==> src/rtl/lsu_pkg.sv <==
// Shared types and helpers for the load/store unit: FSM states, RV32I size codes,
// byte-enable size masks and the request legality check.
package lsu_pkg;

    typedef enum logic [1:0] {
        IDLE,
        ACCESS,
        RESP
    } lsu_state_t;

    typedef enum logic [2:0] {
        LB  = 3'd0,
        LH  = 3'd1,
        LW  = 3'd2,
        LBU = 3'd4,
        LHU = 3'd5
    } load_funct3_t;

    typedef enum logic [2:0] {
        SB = 3'd0,
        SH = 3'd1,
        SW = 3'd2
    } store_funct3_t;

    localparam logic [3:0] MASK_BYTE = 4'b0001;
    localparam logic [3:0] MASK_HALF = 4'b0011;
    localparam logic [3:0] MASK_WORD = 4'b1111;

    // funct3[1:0] encodes the access size for both loads and stores.
    function automatic logic [3:0] size_mask(input logic [2:0] funct3);
        logic [3:0] mask;
        case (funct3[1:0])
            2'd0:    mask = MASK_BYTE;
            2'd1:    mask = MASK_HALF;
            default: mask = MASK_WORD;
        endcase
        return mask;
    endfunction

    function automatic logic req_error(input logic       we,
                                       input logic [2:0] funct3,
                                       input logic [1:0] addr_lo);
        logic illegal;
        logic misaligned;
        illegal = 1'b0;
        if (we) begin
            case (funct3)
                SB, SH, SW: illegal = 1'b0;
                default:    illegal = 1'b1;
            endcase
        end else begin
            case (funct3)
                LB, LH, LW, LBU, LHU: illegal = 1'b0;
                default:              illegal = 1'b1;
            endcase
        end
        case (funct3[1:0])
            2'd1:    misaligned = addr_lo[0];
            2'd2:    misaligned = (addr_lo != 2'b00);
            default: misaligned = 1'b0;
        endcase
        return illegal | misaligned;
    endfunction

endpackage

==> src/rtl/lsu_load_align.sv <==
// Picks the addressed byte/halfword out of a little-endian memory word and
// sign- or zero-extends it according to the load funct3.
module lsu_load_align
    import lsu_pkg::*;
(
    input  logic [31:0] rd_data,
    input  logic [1:0]  addr,
    input  logic [2:0]  funct3,
    output logic [31:0] rdata
);

    logic [31:0] shifted;

    assign shifted = rd_data >> {addr, 3'b000};

    always_comb begin
        rdata = '0;
        case (funct3)
            LB:      rdata = {{24{shifted[7]}}, shifted[7:0]};
            LH:      rdata = {{16{shifted[15]}}, shifted[15:0]};
            LW:      rdata = shifted;
            LBU:     rdata = {24'h000000, shifted[7:0]};
            LHU:     rdata = {16'h0000, shifted[15:0]};
            default: rdata = '0;
        endcase
    end

endmodule

==> src/rtl/load_store_unit.sv <==
// Single-outstanding RV32I load/store unit: request handshake, one memory
// access cycle, then a held response until the consumer takes it.
module load_store_unit
    import lsu_pkg::*;
#(
    parameter int ADDR_WIDTH = 32,
    parameter int DATA_WIDTH = 32
) (
    input  logic                  clk,
    input  logic                  rst_n,
    input  logic                  req_valid,
    output logic                  req_ready,
    input  logic                  req_we,
    input  logic [2:0]            req_funct3,
    input  logic [ADDR_WIDTH-1:0] req_addr,
    input  logic [DATA_WIDTH-1:0] req_wdata,
    output logic                  resp_valid,
    input  logic                  resp_ready,
    output logic [DATA_WIDTH-1:0] resp_rdata,
    output logic                  resp_err,
    output logic [ADDR_WIDTH-1:0] mem_addr,
    output logic                  mem_wr_en,
    output logic [DATA_WIDTH-1:0] mem_wr_data,
    output logic [3:0]            mem_byte_en,
    input  logic [DATA_WIDTH-1:0] mem_rd_data
);

    lsu_state_t state;
    lsu_state_t state_next;

    logic                  we_q;
    logic [2:0]            funct3_q;
    logic [ADDR_WIDTH-1:0] addr_q;
    logic [DATA_WIDTH-1:0] wdata_q;
    logic [DATA_WIDTH-1:0] rdata_q;
    logic                  err_q;

    logic                  req_fire;
    logic                  req_err;
    logic [DATA_WIDTH-1:0] load_data;

    assign req_fire = req_valid && req_ready;
    assign req_err  = req_error(req_we, req_funct3, req_addr[1:0]);

    always_ff @(posedge clk or negedge rst_n) begin
        if (!rst_n) begin
            state <= IDLE;
        end else begin
            state <= state_next;
        end
    end

    // Errors skip the memory cycle entirely so nothing can be written for them.
    always_comb begin
        state_next = state;
        case (state)
            IDLE:    if (req_fire) state_next = req_err ? RESP : ACCESS;
            ACCESS:  state_next = RESP;
            RESP:    if (resp_ready) state_next = IDLE;
            default: state_next = IDLE;
        endcase
    end

    always_comb begin
        req_ready   = (state == IDLE);
        resp_valid  = (state == RESP);
        mem_wr_en   = (state == ACCESS) && we_q;
        mem_byte_en = (state == ACCESS) ? (size_mask(funct3_q) << addr_q[1:0]) : 4'b0000;
    end

    // Request fields only change on acceptance, so the response stays stable in RESP.
    always_ff @(posedge clk or negedge rst_n) begin
        if (!rst_n) begin
            we_q     <= 1'b0;
            funct3_q <= '0;
            addr_q   <= '0;
            wdata_q  <= '0;
            rdata_q  <= '0;
            err_q    <= 1'b0;
        end else begin
            if (req_fire) begin
                we_q     <= req_we;
                funct3_q <= req_funct3;
                addr_q   <= req_addr;
                wdata_q  <= req_wdata;
                err_q    <= req_err;
                rdata_q  <= '0;
            end
            if (state == ACCESS && !we_q) begin
                rdata_q <= load_data;
            end
        end
    end

    lsu_load_align u_load_align (
        .rd_data (mem_rd_data),
        .addr    (addr_q[1:0]),
        .funct3  (funct3_q),
        .rdata   (load_data)
    );

    assign mem_addr    = {addr_q[ADDR_WIDTH-1:2], 2'b00};
    assign mem_wr_data = wdata_q << {addr_q[1:0], 3'b000};
    assign resp_rdata  = rdata_q;
    assign resp_err    = err_q;

endmodule
==> config.mk <==
export PLATFORM = sky130hd
export DESIGN_NAME = load_store_unit
export DESIGN_NICKNAME = d
export VERILOG_FILES = /design/src/rtl/lsu_pkg.sv /design/src/rtl/lsu_load_align.sv /design/src/rtl/load_store_unit.sv
export SDC_FILE = /design/constraint.sdc
export NUM_CORES = 1
export LEC_CHECK = 0
export CAP_MARGIN = 20
export CELL_PAD_IN_SITES_DETAIL_PLACEMENT = 1
export CELL_PAD_IN_SITES_GLOBAL_PLACEMENT = 1
export CORE_AREA = 2 2 127 129
export CTS_BUF_LIST = sky130_fd_sc_hd__clkbuf_2
export DETAILED_ROUTE_END_ITERATION = 8
export DIE_AREA = 0 0 129 131
export PLACE_DENSITY = 0.88
export SYNTH_ARGS = -nofsm -noshare
export SYNTH_HDL_FRONTEND = slang
export SYNTH_SLANG_ARGS = --single-unit
==> constraint.sdc <==
create_clock -name clk -period 2.6 [get_ports clk]
set_input_delay 0.65 -clock clk [delete_from_list [all_inputs] [get_ports clk]]
set_output_delay 0.65 -clock clk [all_outputs]
set_load 0.05 [all_outputs]
==> metrics.txt <==
achievable frequency approximately 0.38 GHz; Top Layer Used met4; Synth Cell Area between 5000 and 6000 sq um; reg2reg start funct3_q[1]$_DFFE_PN0P_; CP peak stage delay between 0.5 and 0.6 ns; Final period util 100.9%; layout cells sized above 1 roughly 25%; most frequent CP cell buf_12; routed wl met3 1170 um; cell row count 46; Die Height around 130 um; Mapped Avg Cell Area approximately 12 sq um; initial antenna violation count 1; global-route wire length before repair between 20,000 and 30,000 um; largest area contributor in the netlist dfrtp_1; WL met1 6878 um; Clock transition at path regs ~0.29 ns; Fillers roughly 1,600; Worst Skew between 0.03 and 0.04 ns; endpoint class of the critical path primary output; met2 WL approximately 9000 um; Tightest Pin Transition roughly 0.6 ns; Placer Congestion 0.8531; initial DRC count approximately 180; Crit Path Class register to primary output; status finished with violations; Slew Limit Fails 0; Root Buffer clkbuf_2; relative slew slack between 60% and 70%; worst-path fanout max 7; drt wl/cell 19.91 um; NumNets Final 759; Reg power frac 25.1%; IO Count about 210; Die Wd 129 um; final setup fails 7; crit-path cells buf_12, buf_12, nor2b_1, a211oi_2, a21oi_4, buf_12; worst setup margin -0.02216 ns; CP max stage cell dfrtp_2; drt via density 5.056; H-tree levels 3; Remaining Overflow, GRT 0; global-route usage over all layers 20.64%; clock sinks 103; Comb pwr share 68.3%; post-synth cell types 43; Lkg Pwr about 3.6 nW; vias in the first global route 4,954; Die Area approximately 17,000 sq um; max-cap viol count 0; area delta synth->final 58.87%; sequential area share after synthesis 48.20%; Worst R2R End resp_rdata[10]$_DFFE_PN0P_; Remaining DRCs 0; later-pin clock latency in the skew report 0.60 ns; most common cell in the synthesized netlist dfrtp_1; final-report hold violation count 0; Final min period ~2.6 ns; Worst Hold Slack around 0.48 ns; Antenna Nets Post-Route 0; Pint 5.389 mW; RSZ-0062 raised after global routing true; Vias approximately 4,400; Syn Inst Count about 460; Placement Cell Area 7861 sq um; port bufs 205; CP Data Required Time around 2 ns; switching fraction of total power 48.32%; CTS max path bufs 2; largest cells by area after synthesis dfrtp_1, mux2_1, mux2i_1; Syn. warnings 0; Synth top cells by count dfrtp_1, mux2_1, buf_4, mux2i_1, nand2_1; total CTS buffers 9; startpoint types register; #FFs+latches synth around 100; power density over cell area around 1200 nW/um^2; Net Switching 5.039 mW; EDFF count, synth 0; largest net degree at the start of global routing between 70 and 80; Worst Reg-to-Reg Cells 4; hpwl dp 12,620 um; Finished Cell Area 8496 sq um; Max VDD drop 0.0009244 V; initial core utilization roughly a third; failing checks setup timing; flop2flop setup slack a little under 0.6 ns; Clock power frac 6.5%; CTS tree done; Top FF cell, synth dfrtp_1; WP data arrival 1.97 ns; cell family with most CP delay flip-flops; Placeable Area between 15,000 and 20,000 sq um; asr flop ratio synth 100.0%; Hold Crit Class input port to async pin; drt first pass iters 4; CP bufs+invs 3; share of the synthesized area in the top cell type roughly half; Total Wirelength roughly 17,000 um
-- layout make-up --
class / instances / area, sq um / share of cell area, %
timing repair buffer: 240 / 2831 / 33.33
multi-input combinational: 293 / 2705 / 31.84
sequential: 103 / 2580 / 30.37
tap: 216 / 270.3 / 3.181
clock buffer: 10 / 50.05 / 0.5891
clock inverter: 6 / 37.54 / 0.4418
inverter: 5 / 18.77 / 0.2209
antenna: 1 / 2.502 / 0.02946
-- metal layers --
| layer | track usage (%) | vias to the layer above |
|---|---|---|
| met3 | 5.497 | 26 |
| met5 | 0 | - |
| met2 | 36.10 | 152 |
| met4 | 7.289 | 0 |
| li1 | - | 1994 |
| met1 | 24.62 | 2247 |
-- worst reg2reg max path, stage by stage (launching register included) --
cell       delay [ns]
dfrtp_1          0.58
or3b_4           0.44
a2111oi_4        0.57
o21ai_1          0.25
nand3_1          0.16
-- cells in the final DEF, fill, tap and decap left out, drive strengths merged, types with 2 or more instances in the layout --
master and instances:
a22o 8, mux2 74, a21oi 10, and2 16
a211oi 10, clkdlybuf4s50 162, or2b 2, nor3 8
a221o 16, dfrtp 103, nor2b 10, o21ai 26
clkbuf 11, inv 5, buf 72, mux2i 34
conb 2, dlymetal6s2s 3, nand2 27, nor2 22
nand2b 3, nand3 8, ha 3, clkinv 5
-- state kept, by name, indices dropped and copies added, names as in the netlist --
register	flops
addr_q	32
resp_rdata	32
wdata_q	32
funct3_q	3
state	2
resp_err	1
we_q	1
-- power by group through the flow --
stage / clock (mW) / combinational (mW) / sequential [mW]
floorplan: 0 / 3.74 / 2.73
global placement: 0 / 6.21 / 2.55
detailed placement: 0 / 6.34 / 2.60
CTS: 0.711 / 6.93 / 2.59
global route: 0.773 / 7.45 / 2.70
finish: 0.681 / 7.13 / 2.62
-- how the worst max path moves through the flow --
stage,from,to,depth (start not counted)
2_1_floorplan,addr_q[0]$_DFFE_PN0P_,mem_wr_data[28],5
3_3_place_gp,mem_rd_data[23],resp_rdata[28]$_DFFE_PN0P_,6
3_5_place_dp,mem_rd_data[23],resp_rdata[29]$_DFFE_PN0P_,6
4_1_cts,addr_q[1]$_DFFE_PN0P_,mem_wr_data[28],6
5_1_grt,addr_q[1]$_DFFE_PN0P_,mem_wr_data[27],6
6_report,addr_q[1]$_DFFE_PN0P_,mem_wr_data[27],6
-- logic make-up (layout without fill, tap and decap cells) --
family                     after synthesis  after routing  share of synthesized area, %
adders and majority gates                3              3                        0.7020
buffers and inverters                   66            261                         7.932
other                                    1              3                       0.07012
AOI/OAI and AO/OA                       79             79                         10.93
and+or+nand+nor                        100            100                         9.804
DFF                                    103            103                         48.20
muxes                                  109            109                         22.37
-- repair_timing --
action / CTS / global route
hold endpoints to repair: 31 / 0
setup endpoints to repair: 36 / 40
pin swaps: 13 / 9
hold buffers: 1 / 0
setup buffers: 12 / 5
cloned: 2 / 0
resized for setup: 58 / 37
-- per-stage QoR --
step	std cells	utilization, %	setup slack [ns]	setup TNS (ns)	power, mW
5_1_grt	874	54.47	-0.1242	-1.989	10.92
6_report	874	54.47	-0.02216	-0.08647	10.43
4_1_cts	870	53.41	-0.1128	-1.840	10.24
2_1_floorplan	462	-	0.07833	0	6.471
3_3_place_gp	839	50.40	0.2343	0	8.754
3_5_place_dp	839	50.40	0.1524	0	8.947
No activity file was read; power rests on OpenSTA's default activity.
